==> config.mk <==
export PLATFORM = sky130hd
export DESIGN_NAME = skintone_job_sequencer
export DESIGN_NICKNAME = d
export VERILOG_FILES = /design/src/rtl/skintone_job_sequencer.sv
export SDC_FILE = /design/constraint.sdc
export NUM_CORES = 1
export LEC_CHECK = 0
export ABC_AREA = 1
export CAP_MARGIN = 20
export CELL_PAD_IN_SITES_DETAIL_PLACEMENT = 0
export CELL_PAD_IN_SITES_GLOBAL_PLACEMENT = 1
export CORE_AREA = 2 2 505 507
export DETAILED_ROUTE_END_ITERATION = 6
export DIE_AREA = 0 0 507 509
export GPL_TIMING_DRIVEN = 0
export PLACE_DENSITY_LB_ADDON = 0.1
export SYNTH_ARGS = -nofsm -noshare
export SYNTH_HDL_FRONTEND = slang
export SYNTH_SLANG_ARGS = --single-unit
==> constraint.sdc <==
create_clock -name clk -period 50.3 [get_ports clk]
set_input_delay 10.06 -clock clk [delete_from_list [all_inputs] [get_ports clk]]
set_output_delay 10.06 -clock clk [all_outputs]
set_load 0.01 [all_outputs]
==> src/rtl/skintone_job_sequencer.sv <==
// skintone_job_sequencer: runs one skintone job at a time.
// Writes config words, issues the opcode, then gates pixel/result beats.
module skintone_job_sequencer #(
  parameter int C_DATA_WIDTH           = 128,
  parameter int C_CONFIG_ADDRESS_WIDTH = 36,
  parameter int C_CONFIG_DATA_WIDTH    = 128,
  parameter int C_OPCODE_WIDTH         = 16,
  parameter int C_NUM_CFG              = 4,
  parameter int C_CNT_WIDTH            = 24,
  parameter int C_TIMEOUT              = 255
) (
  input  logic                                      clk,
  input  logic                                      rst,
  input  logic                                      job_start,
  input  logic [C_OPCODE_WIDTH-1:0]                 job_opcode,
  input  logic [C_CNT_WIDTH-1:0]                    job_beats,
  input  logic [C_CONFIG_ADDRESS_WIDTH-1:0]         job_cfg_base,
  input  logic [C_NUM_CFG*C_CONFIG_DATA_WIDTH-1:0]  job_cfg_words,
  output logic                                      job_busy,
  output logic                                      job_done,
  output logic                                      job_error,
  input  logic [C_DATA_WIDTH-1:0]                   src_data,
  input  logic                                      src_valid,
  output logic                                      src_ready,
  output logic [C_DATA_WIDTH-1:0]                   pixel_datain,
  output logic                                      pixel_datain_valid,
  input  logic                                      pixel_datain_ready,
  input  logic [C_DATA_WIDTH-1:0]                   result_dataout,
  input  logic                                      result_dataout_valid,
  output logic                                      result_dataout_ready,
  output logic [C_DATA_WIDTH-1:0]                   sink_data,
  output logic                                      sink_valid,
  input  logic                                      sink_ready,
  output logic [C_CONFIG_ADDRESS_WIDTH-1:0]         config_address,
  output logic [C_CONFIG_DATA_WIDTH-1:0]            config_datain,
  output logic                                      config_wrreq,
  input  logic                                      config_wrack,
  output logic [C_OPCODE_WIDTH-1:0]                 opcode,
  output logic                                      opcode_valid,
  input  logic                                      opcode_accept
);

  localparam int IW = (C_NUM_CFG > 1) ? $clog2(C_NUM_CFG) : 1;
  localparam int TW = $clog2(C_TIMEOUT + 1);
  localparam int AW = C_CONFIG_ADDRESS_WIDTH;
  localparam int DW = C_CONFIG_DATA_WIDTH;
  localparam int CW = C_CNT_WIDTH;
  localparam logic [IW-1:0] LAST_IDX = IW'(C_NUM_CFG - 1);
  localparam logic [TW-1:0] TMR_LAST = TW'(C_TIMEOUT - 1);

  typedef enum logic [2:0] {
    S_IDLE,
    S_CFG,
    S_OPC,
    S_STREAM,
    S_DONE,
    S_ERR
  } state_t;

  state_t                    state_q, state_d;
  logic [IW-1:0]             idx_q, idx_d;
  logic [TW-1:0]             tmr_q, tmr_d;
  logic [CW-1:0]             sent_q, sent_d;
  logic [CW-1:0]             rcvd_q, rcvd_d;
  logic [CW-1:0]             beats_q, beats_d;
  logic [AW-1:0]             base_q, base_d;
  logic [C_OPCODE_WIDTH-1:0] opc_q, opc_d;
  logic                      err_q, err_d;
  logic [DW-1:0]             cfg_q [C_NUM_CFG];
  logic [DW-1:0]             cfg_d [C_NUM_CFG];

  logic more;
  logic pix_fire;
  logic res_fire;

  assign more     = (sent_q < beats_q);
  assign pix_fire = src_valid & pixel_datain_ready & more;
  assign res_fire = result_dataout_valid & sink_ready;

  assign sink_data            = result_dataout;
  assign sink_valid           = result_dataout_valid;
  assign result_dataout_ready = sink_ready;

  assign config_address = base_q + AW'(idx_q);
  assign config_datain  = cfg_q[idx_q];
  assign opcode         = opc_q;
  assign job_error      = err_q;

  // State and job registers; reset aborts any job in flight.
  always_ff @(posedge clk) begin
    if (rst) begin
      state_q <= S_IDLE;
      idx_q   <= '0;
      tmr_q   <= '0;
      sent_q  <= '0;
      rcvd_q  <= '0;
      beats_q <= '0;
      base_q  <= '0;
      opc_q   <= '0;
      err_q   <= 1'b0;
      for (int i = 0; i < C_NUM_CFG; i++) cfg_q[i] <= '0;
    end else begin
      state_q <= state_d;
      idx_q   <= idx_d;
      tmr_q   <= tmr_d;
      sent_q  <= sent_d;
      rcvd_q  <= rcvd_d;
      beats_q <= beats_d;
      base_q  <= base_d;
      opc_q   <= opc_d;
      err_q   <= err_d;
      for (int i = 0; i < C_NUM_CFG; i++) cfg_q[i] <= cfg_d[i];
    end
  end

  // Next-state, handshake and stream-gating logic.
  always_comb begin
    state_d = state_q;
    idx_d   = idx_q;
    tmr_d   = tmr_q;
    sent_d  = sent_q;
    rcvd_d  = rcvd_q;
    beats_d = beats_q;
    base_d  = base_q;
    opc_d   = opc_q;
    err_d   = err_q;
    for (int i = 0; i < C_NUM_CFG; i++) cfg_d[i] = cfg_q[i];
    job_busy           = 1'b0;
    job_done           = 1'b0;
    config_wrreq       = 1'b0;
    opcode_valid       = 1'b0;
    pixel_datain       = '0;
    pixel_datain_valid = 1'b0;
    src_ready          = 1'b0;

    unique case (state_q)
      S_IDLE: begin
        if (job_start) begin
          idx_d   = '0;
          tmr_d   = '0;
          sent_d  = '0;
          rcvd_d  = '0;
          beats_d = job_beats;
          base_d  = job_cfg_base;
          opc_d   = job_opcode;
          err_d   = 1'b0;
          for (int i = 0; i < C_NUM_CFG; i++)
            cfg_d[i] = job_cfg_words[i*DW +: DW];
          state_d = S_CFG;
        end
      end
      S_CFG: begin
        job_busy     = 1'b1;
        config_wrreq = 1'b1;
        if (config_wrack) begin
          tmr_d = '0;
          if (idx_q == LAST_IDX) begin
            idx_d   = '0;
            state_d = S_OPC;
          end else begin
            idx_d = idx_q + IW'(1);
          end
        end else if (tmr_q == TMR_LAST) begin
          err_d   = 1'b1;
          state_d = S_ERR;
        end else begin
          tmr_d = tmr_q + TW'(1);
        end
      end
      S_OPC: begin
        job_busy     = 1'b1;
        opcode_valid = 1'b1;
        if (opcode_accept) begin
          tmr_d = '0;
          if (beats_q == '0) state_d = S_DONE;
          else state_d = S_STREAM;
        end else if (tmr_q == TMR_LAST) begin
          err_d   = 1'b1;
          state_d = S_ERR;
        end else begin
          tmr_d = tmr_q + TW'(1);
        end
      end
      S_STREAM: begin
        job_busy           = 1'b1;
        pixel_datain       = src_data;
        pixel_datain_valid = src_valid & more;
        src_ready          = pixel_datain_ready & more;
        if (pix_fire) sent_d = sent_q + CW'(1);
        rcvd_d = rcvd_q + CW'(res_fire);
        if (rcvd_d == beats_q) state_d = S_DONE;
      end
      S_DONE: begin
        job_done = 1'b1;
        state_d  = S_IDLE;
      end
      S_ERR: begin
        state_d = S_IDLE;
      end
      default: begin
        state_d = S_IDLE;
      end
    endcase
  end

endmodule

==> summary.txt, run 1 <==
Timing
  • Maximum clock skew at final layout: 32.5 ps
  • Transition at the pin with the smallest max-transition slack: roughly 1000 ps
  • Unrepaired setup endpoints after global routing: no
  • Final setup violation count: 0
  • Crit path time final: 22000 ps
  • Final number of max-transition violations: 0
  • Total negative setup slack: 0 ps
  • Part of the cycle the worst path needs: 0.437
  • Least setup slack across all paths after layout: 28300 ps
  • Hold violation count in the final report: 0
  • Worst-case hold slack: 465 ps
  • Normalized max-slew margin: 0.320
  • Fmax: 45.5 MHz

Route
  • Count of unresolved DRC violations after routing: 0
  • Drt total wl: 211000 um
  • Number of nets still failing antenna checks after routing: 0
  • Wire per inst: 24.2 um
  • Number of vias per cell: 3.61
  • Number of design-rule violations left by the first detailed-router iteration: 1656
  • DR vias: 31.5k
  • First-pass iteration count of the detailed router: 5

Clocking
  • Number of hold-repair buffers added at the cts stage: 0
  • Clock-pin slew on the worst setup and hold paths: 50 ps
  • Clock tree root driver cell: sky130_fd_sc_hd__clkbuf_16
  • Post-CTS Resized: 0
  • CTS HTree Levels: 3
  • TritonCTS clock tree: done
  • Inserted Clock Buffers: 97
  • Clock net sink count: 652
  • Buffer levels on the longest clock path: 3
  • Number of setup buffers added after CTS: 0
  • Skew-Pair Late Insertion Delay: 720 ps

Synthesis
  • Number of flops mapped to enable cells by yosys: 512
  • Area share of the largest cell type after synthesis: 0.464
  • Sequential cell area fraction in the yosys report: 0.548
  • Ys async rst share: 0
  • Leading cell types by total area after synthesis: sky130_fd_sc_hd__edfxtp_1 46%, sky130_fd_sc_hd__nor2_1 11%, sky130_fd_sc_hd__inv_1 9.5%, sky130_fd_sc_hd__dfxtp_1 8.5%, sky130_fd_sc_hd__o21ai_0 4.4%
  • Number of distinct standard cells referenced by the synthesized netlist: 47
  • Post-synth net total: 4846
  • Synthesized instance count: 3961
  • Post-synthesis cell area: 0.0331 sq mm
  • Biggest area consumer among synthesized cells: sky130_fd_sc_hd__edfxtp_1
  • Top_reg_cell synth: sky130_fd_sc_hd__edfxtp_1
  • Warning count from the yosys run: 0
  • Number of synthesized register bits: 652
  • Synth Area per Inst: 8.37 sq um

Die
  • Area of the die: roughly 0.26 sq mm
  • Die Span Y: around 510 um
  • Placeable Area: 0.253 sq mm
  • Top Ports: 1298
  • Die outline width: roughly 500 um
  • Num rows: 185
  • Starting density of the core: 0.131

Power and ir drop
  • VDD IR-drop max: 0.0000234 V
  • Cell Pwr Density: 32.7 mW/mm^2
  • Total power draw: around 1.7 mW
  • P_leak: roughly 22 nW

GRT
  • Met3 track demand over resource: 0.0613
  • Number of antenna violations at the first check in global routing: 145
  • Met2 capacity usage during global routing: 0.278
  • Vias in the first global route: approximately 32k
  • Grt peak-use layer: met2
  • GRT Overall Usage: 0.157
  • Met1 layer usage reported by global route: 0.169
  • Overall overflow remaining after global route: 0
  • Largest net degree at the start of global routing: 56
  • Global-route wire length before repair: around 280000 um

Final layout
  • Leading cell type in the layout, fill and taps excluded: sky130_fd_sc_hd__clkdlybuf4s50_1
  • Number of filler cells placed in the layout: 28.3k
  • Nets: 6139
  • Ratio of cells with drive above 1 in the final layout: 0.0673
  • Area growth from synthesis to layout: 59.2%
  • Commonest cells after routing, fill and taps aside: 1169 x sky130_fd_sc_hd__clkdlybuf4s50_1, 986 x sky130_fd_sc_hd__nor2_1, 843 x sky130_fd_sc_hd__inv_1
  • Final core occ: 0.209

Critical path
  • Type of element capturing the critical path: output port
  • Startpoint Class: input pin
  • CP Class: input pin to output port
  • Required time of the critical path: 40240 ps
  • CP Data Arrival Time: about 12000 ps
  • Peak fanout along the critical path: 1

Worst hold path
  • Hold Crit Class: flop to flop

Place
  • Final weighted congestion in routability-driven placement: 0.814
  • Dpl hpwl: 170000 um
  • Port Buf Inserts: 1169
  • Setup Slack @ Placement: 28270 ps

Run status
  • Run status: finished, final reports clean

Flow run
  • Total of max-cap violations: 0
[layout make-up]
cell class,count,area [sq um],share of cell area
antenna,32,80.1,0.00152
multi-input combinational,2139,10100,0.191
timing repair buffer,1194,12200,0.232
inverter,850,3190,0.0605
tap,3366,4210,0.0798
clock inverter,46,463,0.00877
buffer,320,1720,0.0326
sequential,652,18200,0.344
clock buffer,130,2630,0.0499
[metal layers]
metal	up-vias	part of all wire	wire length [um]
met5	-	0.0026	557
met4	92	0.038	7980
met3	361	0.089	18900
met2	1201	0.50	105000
met1	14800	0.37	78700
li1	15000	-	-
[synthesized netlist by cell type, types with 12 or more instances]
cell type,number
sky130_fd_sc_hd__nand3_1,111
sky130_fd_sc_hd__o21ai_0,291
sky130_fd_sc_hd__o22ai_1,183
sky130_fd_sc_hd__edfxtp_1,512
sky130_fd_sc_hd__dfxtp_1,140
sky130_fd_sc_hd__buf_4,131
sky130_fd_sc_hd__nor2_1,986
sky130_fd_sc_hd__xor2_1,49
sky130_fd_sc_hd__ha_1,31
sky130_fd_sc_hd__a21oi_1,69
sky130_fd_sc_hd__nor2_2,12
sky130_fd_sc_hd__nor3_1,27
sky130_fd_sc_hd__clkbuf_1,170
sky130_fd_sc_hd__nand2_1,292
sky130_fd_sc_hd__nand4_1,29
sky130_fd_sc_hd__inv_1,843
[report_power, final]
part	internal (mW)	leakage, nW	total, mW	switching (mW)
Sequential	0.639	6.66	0.657	0.0175
Clock	0.398	1.51	0.691	0.293
Combinational	0.160	13.9	0.375	0.216
Total	1.20	22.0	1.72	0.526
[critical path: stages]
cell and delay [ps]:
sky130_fd_sc_hd__clkdlybuf4s50_1 450, sky130_fd_sc_hd__inv_1 40, sky130_fd_sc_hd__nor2_1 680, sky130_fd_sc_hd__clkdlybuf4s50_1 690
[registers in the layout, summed over array words and instances (netlist names), named ones only]
signal and count:
rcvd_q 24, base_q 36, opcode 16, beats_q 24, idx_q 2, state_q 3
job_error 1, sent_q 24, tmr_q 8, cfg_q 512
[stage by stage]
| step | cells | cell area [sq um] |
|---|---|---|
| CTS | 8697 | 52700 |
| global placement | 8496 | 49100 |
| global route | 8709 | 52700 |
| floorplan | 3961 | 33100 |
| detailed placement | 8521 | 49600 |
| finish | 8729 | 52800 |
[final timing paths]
path | end | slack, ps | depth (start not counted) | from
worst min register to register | opcode[11]$_SDFFE_PP0P_ | 470 | 2 | opcode[11]$_SDFFE_PP0P_
worst min-delay path | opcode[11]$_SDFFE_PP0P_ | 470 | 2 | opcode[11]$_SDFFE_PP0P_
worst max register to register | cfg_q[2][49]$_SDFFCE_PN0P_ | 46890 | 9 | state_q[2]$_SDFFE_PP0P_
worst max-delay path | pixel_datain[90] | 28300 | 4 | src_data[90]
[logic make-up after synthesis]
group | share of synthesized area
adder cells (fa/ha/maj) | 0.0123
AND/OR/NAND/NOR | 0.185
AO/OA/AOI/OAI | 0.0909
XOR/XNOR | 0.0154
flip-flops | 0.548
buffers and inverters | 0.148
Note: power is estimated with default switching activity, not from simulation.
==> inputs of run 2 (changes only) <==
Settings changed: CORE_AREA 2 2 505 507 to 2 2 500 502, DIE_AREA 0 0 507 509 to 0 0 502 504.
Clock period 50.3 ns to 17.9 ns, I/O delays scaled along.
==> run 2 against run 1 <==
  * Clock power increased to 2.7 times the previous value
  * Critical path type unchanged
  * Total power rose to 2.8 times the previous value
  * Highest routed layer unchanged
  * Wire length shrank 3.3%
  * Count of clock-buffer cells in the layout shrank 8
  * Worst setup slack lost 19000 ps
  * Global-route usage is 0.081 points lower
==> summary.txt, run 2 (synthesis results as in run 1) <==
Route
  • Count of unresolved DRC violations after routing: 0 (unchanged)
  • Number of vias per cell: 3.60 (-0.31%)
  • Drt total wl: 205000 um (-3.3%)
  • Number of design-rule violations left by the first detailed-router iteration: 1515 (-8.5%)
  • Wire per inst: 23.6 um (-2.7%)
  • First-pass iteration count of the detailed router: 5 (unchanged)
  • Number of nets still failing antenna checks after routing: 0 (unchanged)
  • DR vias: 31.2k (-0.91%)

Place
  • Dpl hpwl: 163000 um (-4.0%)
  • Port Buf Inserts: 1169 (unchanged)
  • Final weighted congestion in routability-driven placement: 0.862 (+5.9%)
  • Post-detailed-placement cell area: 0.0493 sq mm (-0.52%)

GRT
  • Number of antenna violations at the first check in global routing: 116 (-20%)
  • Largest net degree at the start of global routing: 98 (+75%)
  • Vias in the first global route: 32.7k (+1.4%)
  • Overall overflow remaining after global route: 0 (unchanged)
  • GRT Overall Usage: 0.157 (-0.000809)
  • Global-route wire length before repair: 275000 um (-1.1%)

Die
  • Die outline width: 502 um (-0.99%)
  • Starting density of the core: 0.134 (+0.00278)
  • Num rows: 183 (-1.1%)
  • Placeable Area: 0.248 sq mm (-2.1%)
  • Top Ports: 1298 (unchanged)
  • Area of the die: 0.253 sq mm (-2.0%)
  • Die Span Y: 504 um (-0.98%)

Timing
  • Transition at the pin with the smallest max-transition slack: 1110 ps (+90.0 ps)
  • Part of the cycle the worst path needs: 0.504
  • Fmax: 111 MHz
  • Worst-case hold slack: 469 ps (+3.39 ps)
  • Final setup violation count: 0 (unchanged)
  • Hold violation count in the final report: 0 (unchanged)
  • Total negative setup slack: 0 ps (unchanged)
  • Unrepaired setup endpoints after global routing: no
  • Maximum clock skew at final layout: 36.5 ps (+4.04 ps)
  • Final number of max-transition violations: 0 (unchanged)
  • Normalized max-slew margin: 0.260 (-0.0600)
  • Crit path time final: around 9000 ps

Final layout
  • Register with the most flip-flops: cfg_q
  • Max FFs per register: 512 (unchanged)
  • Registers with the highest flip-flop counts: cfg_q: 512 flops, base_q: 36 flops
  • Commonest cells after routing, fill and taps aside: 1169 x sky130_fd_sc_hd__clkdlybuf4s50_1, 986 x sky130_fd_sc_hd__nor2_1, 843 x sky130_fd_sc_hd__inv_1
  • Ratio of cells with drive above 1 in the final layout: 0.0640 (-0.00338)
  • Leading cell type in the layout, fill and taps excluded: sky130_fd_sc_hd__clkdlybuf4s50_1
  • Area growth from synthesis to layout: 58.1%
  • Nets: 6125 (-0.23%)
  • Cell area after layout: 0.0524 sq mm (-0.68%)
  • Number of filler cells placed in the layout: 27.7k (-1.9%)

Power and ir drop
  • Switching fraction of total power: 0.307 (+0.00206)
  • VDD IR-drop max: 0.0000630 V (+170%)
  • Psw: 1.46 mW (+180%)
  • Cell internal pwr: 3.30 mW (+180%)
  • P_leak: 21.9 nW (-0.73%)
  • Share of power burned in combinational logic: 0.218 (about the same)
  • Cell Pwr Density: 91.0 mW/mm^2 (+180%)
  • Portion of total power attributed to sequential cells: 0.387 (+0.006)
  • Clock network fraction of design power: 0.394 (-0.007)

Clocking
  • Number of hold-repair buffers added at the cts stage: 0 (unchanged)
  • Buffer levels on the longest clock path: 3 (unchanged)
  • Clock net sink count: 652 (unchanged)
  • Post-CTS Resized: 0 (unchanged)
  • Skew-Pair Late Insertion Delay: 720 ps (about the same)
  • Inserted Clock Buffers: 95 (-2.1%)
  • Clock tree root driver cell: sky130_fd_sc_hd__clkbuf_16
  • TritonCTS clock tree: done
  • Clock-pin slew on the worst setup and hold paths: 60 ps (about the same)
  • CTS HTree Levels: 3 (unchanged)
  • Number of setup buffers added after CTS: 0 (unchanged)

Critical path
  • CP Class: input pin to output port
  • CP Data Arrival Time: 5450 ps (-6490 ps)
  • Type of element capturing the critical path: output port
  • Startpoint Class: input pin
  • Critical Path Start: src_data[91]
  • Startpoint of the worst-slack reg-to-reg timing path: state_q[2]$_SDFFE_PP0P_
  • Cell repeated most along the worst path: sky130_fd_sc_hd__clkdlybuf4s50_1
  • R2r endpoint: cfg_q[0][58]$_SDFFCE_PN0P_
  • Required time of the critical path: 14320 ps (-25920 ps)
  • Delay of the slowest critical-path stage: 680 ps (about the same)
  • Cell breakdown of the critical path: clkdlybuf4s50_1 > inv_1 > nor2_1 > clkdlybuf4s50_1
  • Number of cells traversed by the worst register-to-register path: 8 (-1)
  • Register-to-register path setup slack: 14260 ps (-32630 ps)
  • Worst Setup EP: pixel_datain[91]
  • Peak fanout along the critical path: 1 (unchanged)
  • Worst path slowest cell: sky130_fd_sc_hd__clkdlybuf4s50_1

Flow run
  • Total of max-cap violations: 0 (unchanged)

Run status
  • Run status: finished, final reports clean

Worst hold path
  • Hold Crit Class: flop to flop
-- run 2: how the worst min path moves through the flow --
stage,slack (ps),cells after the start,start,endpoint
6_report,470,2,opcode[8]$_SDFFE_PP0P_,opcode[8]$_SDFFE_PP0P_
5_1_grt,490,2,opcode[6]$_SDFFE_PP0P_,opcode[6]$_SDFFE_PP0P_
4_1_cts,470,2,rcvd_q[0]$_SDFFE_PP0P_,rcvd_q[0]$_SDFFE_PP0P_
3_5_place_dp,460,2,opcode[12]$_SDFFE_PP0P_,opcode[12]$_SDFFE_PP0P_
3_3_place_gp,440,2,opcode[7]$_SDFFE_PP0P_,opcode[7]$_SDFFE_PP0P_
2_1_floorplan,430,2,base_q[0]$_SDFFE_PP0P_,base_q[0]$_SDFFE_PP0P_
-- run 2: worst max-delay path: cells and delay by family --
family,cells,cell delay (ps)
AND/OR/NAND/NOR,1,620
buffers and inverters,3,1250
-- run 2: per-layer routing --
| layer | global-route usage | vias to the layer above | part of all wire | routed length (um) |
|---|---|---|---|---|
| li1 | - | 15000 | - | - |
| met5 | 0 | - | 0.0019 | 392 |
| met4 | 0.0438 | 60 | 0.027 | 5620 |
| met2 | 0.289 | 1148 | 0.51 | 105000 |
| met3 | 0.0518 | 296 | 0.082 | 16700 |
| met1 | 0.168 | 14700 | 0.38 | 76700 |
-- run 2: cell type report --
class | instances | area [sq um] | area share
flip-flops and latches | 652 | 18200 | 0.347
repair buffers | 1182 | 12000 | 0.229
multi-input cells | 2139 | 10100 | 0.192
well taps | 3330 | 4170 | 0.0795
inverters | 850 | 3190 | 0.0609
clock buffers | 122 | 2500 | 0.0477
plain buffers | 320 | 1730 | 0.0330
clock inverters | 51 | 497 | 0.00948
diodes | 31 | 77.6 | 0.00148
-- run 2: through the flow --
step	utilization	total power, mW	setup slack, ps	instances
global route	0.212	5.02	8850	8656
finish	0.212	4.77	8870	8677
global placement	0.198	3.02	469	8460
detailed placement	0.199	2.97	8930	8473
CTS	0.211	4.91	8640	8646
floorplan	-	2.28	6880	3961
-- run 2: power groups by stage --
| stage | Clock (mW) | Combinational (mW) | Sequential [mW] |
|---|---|---|---|
| after floorplan | 0 | 0.385 | 1.89 |
| final | 1.88 | 1.04 | 1.85 |
| after CTS | 1.97 | 1.09 | 1.85 |
| after global placement | 0 | 1.08 | 1.94 |
| after global routing | 2.01 | 1.14 | 1.86 |
| after detailed placement | 0 | 1.09 | 1.88 |
==> inputs of run 3 (changes only) <==
Settings changed: CORE_AREA 2 2 500 502 to 2 2 505 507, DIE_AREA 0 0 502 504 to 0 0 507 509.
Clock period 17.9 ns to 8.6 ns, I/O delays scaled along.
==> run 3 against run 2 <==
  * Wire length is 0.14% lower
  * Count of clock-buffer cells in the layout up 6
  * Sequential power is 110% higher
  * Critical path type is now flop to output port
  * Clock skew rose by 22 ps
  * Critical path depth grew 3
  * Largest cell class unchanged
  * Final cell count rose by 0.38%
  * Total power rose by 110%
  * Design area up 0.25%
  * Non-clock buffer count up 3
  * Worst setup slack got worse by 7000 ps
  * Register-to-register slack worse by 9800 ps
  * Flip-flop and latch count did not move
==> summary.txt, run 3 (synthesis results as in run 1) <==
Run status
  • Run status: finished, final reports clean

Timing
  • Fmax: 150 MHz
  • Unrepaired setup endpoints after global routing: no
  • Total negative setup slack: 0 ps (unchanged)
  • Maximum clock skew at final layout: 58.2 ps (+21.7 ps)
  • Final number of max-transition violations: 0 (unchanged)
  • Final setup violation count: 0 (unchanged)
  • Worst-case hold slack: 460 ps (-8.72 ps)
  • Part of the cycle the worst path needs: 0.777
  • Crit path time final: around 6700 ps
  • Normalized max-slew margin: 0.299 (+0.0382)
  • Least setup slack across all paths after layout: 1920 ps (-6950 ps)
  • Transition at the pin with the smallest max-transition slack: 1050 ps (-57.3 ps)
  • Hold violation count in the final report: 0 (unchanged)

Clocking
  • Skew-Pair Late Insertion Delay: 770 ps (+50 ps)
  • Clock net sink count: 652 (unchanged)
  • Number of hold-repair buffers added at the cts stage: 0 (unchanged)
  • Inserted Clock Buffers: 94 (-1.1%)
  • Number of setup buffers added after CTS: 0 (unchanged)
  • Post-CTS Resized: 0 (unchanged)
  • Clock tree root driver cell: sky130_fd_sc_hd__clkbuf_16
  • CTS HTree Levels: 3 (unchanged)
  • Clock-pin slew on the worst setup and hold paths: 60 ps (about the same)
  • TritonCTS clock tree: done
  • Buffer levels on the longest clock path: 3 (unchanged)

Power and ir drop
  • Total power draw: 9.97 mW (+110%)
  • Cell Pwr Density: 190 mW/mm^2 (+110%)
  • VDD IR-drop max: 0.000155 V (+150%)
  • P_leak: 21.9 nW (+0.19%)

Final layout
  • Register with the most flip-flops: cfg_q
  • Max FFs per register: 512 (unchanged)
  • Leading cell type in the layout, fill and taps excluded: sky130_fd_sc_hd__clkdlybuf4s50_1
  • Nets: 6127 (+0.033%)
  • Cell area after layout: 0.0525 sq mm (+0.25%)
  • Ratio of cells with drive above 1 in the final layout: 0.0645 (+0.000589)
  • Commonest cells after routing, fill and taps aside: 1169 x sky130_fd_sc_hd__clkdlybuf4s50_1, 986 x sky130_fd_sc_hd__nor2_1, 843 x sky130_fd_sc_hd__inv_1
  • Registers with the highest flip-flop counts: cfg_q: 512 flops, base_q: 36 flops
  • Area growth from synthesis to layout: 58.5%

Place
  • Final weighted congestion in routability-driven placement: 0.793 (-8.0%)
  • Port Buf Inserts: 1169 (unchanged)
  • Post-detailed-placement cell area: 0.0494 sq mm (+0.20%)
  • Setup Slack @ Placement: 2160 ps (-6770 ps)
  • Dpl hpwl: 163000 um (-0.25%)

Die
  • Die outline width: 507 um (+1.0%)
  • Die Span Y: 509 um (+0.99%)
  • Area of the die: 0.258 sq mm (+2.0%)
  • Num rows: 185 (+1.1%)
  • Placeable Area: 0.253 sq mm (+2.1%)
  • Starting density of the core: 0.131 (-0.00278)
  • Top Ports: 1298 (unchanged)

Worst hold path
  • Destination of the worst hold path: opcode[10]$_SDFFE_PP0P_
  • Hold depth: 2 (unchanged)
  • Hold Crit Class: flop to flop
  • HP Start: opcode[10]$_SDFFE_PP0P_

Critical path
  • CP Data Arrival Time: 4960 ps (-490 ps)
  • R2r endpoint: cfg_q[2][24]$_SDFFCE_PN0P_
  • Required time of the critical path: 6880 ps (-7440 ps)
  • Register-to-register path setup slack: 4430 ps (-9830 ps)
  • Peak fanout along the critical path: 10 (+9)
  • Number of cells traversed by the worst register-to-register path: 9 (+1)
  • Type of element capturing the critical path: output port
  • CP Class: flop to output port
  • Startpoint of the worst-slack reg-to-reg timing path: state_q[2]$_SDFFE_PP0P_
  • Startpoint Class: flop

Route
  • Number of vias per cell: 3.62 (+0.69%)
  • Drt total wl: 204000 um (-0.14%)
  • DR vias: 31.6k (+1.1%)
  • Number of design-rule violations left by the first detailed-router iteration: 1609 (+6.2%)
  • Number of nets still failing antenna checks after routing: 0 (unchanged)
  • Count of unresolved DRC violations after routing: 0 (unchanged)
  • First-pass iteration count of the detailed router: 5 (unchanged)
  • Wire per inst: 23.4 um (-0.52%)

GRT
  • GRT Overall Usage: 0.152 (-0.00440)
  • Number of antenna violations at the first check in global routing: 127 (+9.5%)
  • Global-route wire length before repair: 271000 um (-1.1%)
  • Largest net degree at the start of global routing: 140 (+43%)
  • Overall overflow remaining after global route: 0 (unchanged)
  • Vias in the first global route: 32.2k (-1.5%)

Flow run
  • Total of max-cap violations: 0 (unchanged)
==> run 3: power breakdown <==
part / switching [mW] / internal [mW] / total [mW]
registers: 0.103 / 3.74 / 3.85
clock network: 1.72 / 2.23 / 3.95
logic: 1.24 / 0.928 / 2.17
==> run 3: worst max-delay path by stage <==
stage,start,to,slack (ps)
after CTS,flop,config_datain[120],1300
after floorplan,rst,cfg_q[0][0]$_SDFFCE_PN0P_,2370
final,flop,config_datain[120],1920
after detailed placement,flop,config_datain[120],2160
after global routing,flop,config_datain[120],1430
after global placement,rst,cfg_q[3][22]$_SDFFCE_PN0P_,-1730
==> run 3: area by class of cell <==
| type | instances | area (sq um) |
|---|---|---|
| Tap cell | 3366 | 4210 |
| Fill cell | 28400 | 200000 |
| Multi-Input combinational cell | 2139 | 10100 |
| Clock inverter | 40 | 458 |
| Inverter | 850 | 3190 |
| Timing Repair Buffer | 1185 | 12000 |
| Antenna cell | 30 | 75.1 |
| Sequential cell | 652 | 18200 |
| Clock buffer | 128 | 2570 |
| Buffer | 320 | 1740 |
==> run 3: worst max-delay path: stages, from the launching register on <==
cell and delay (ps):
sky130_fd_sc_hd__dfxtp_1 820, sky130_fd_sc_hd__buf_2 560, sky130_fd_sc_hd__clkbuf_1 450, sky130_fd_sc_hd__clkbuf_2 610, sky130_fd_sc_hd__buf_2 540, sky130_fd_sc_hd__nor2_1 100, sky130_fd_sc_hd__o22ai_1 400, sky130_fd_sc_hd__clkdlybuf4s50_1 670
==> run 3: per-layer routing <==
metal,track usage,part of all wire,wire length (um)
met1,0.169,0.38,78600
met3,0.0491,0.081,16400
met2,0.276,0.51,104000
met4,0.0399,0.025,5030
met5,0,0.0017,338
==> run 3: through the flow <==
| step | cells | util |
|---|---|---|
| 3_3_place_gp | 8496 | 0.194 |
| 5_1_grt | 8690 | 0.208 |
| 6_report | 8710 | 0.208 |
| 3_5_place_dp | 8512 | 0.196 |
| 2_1_floorplan | 3961 | - |
| 4_1_cts | 8680 | 0.208 |
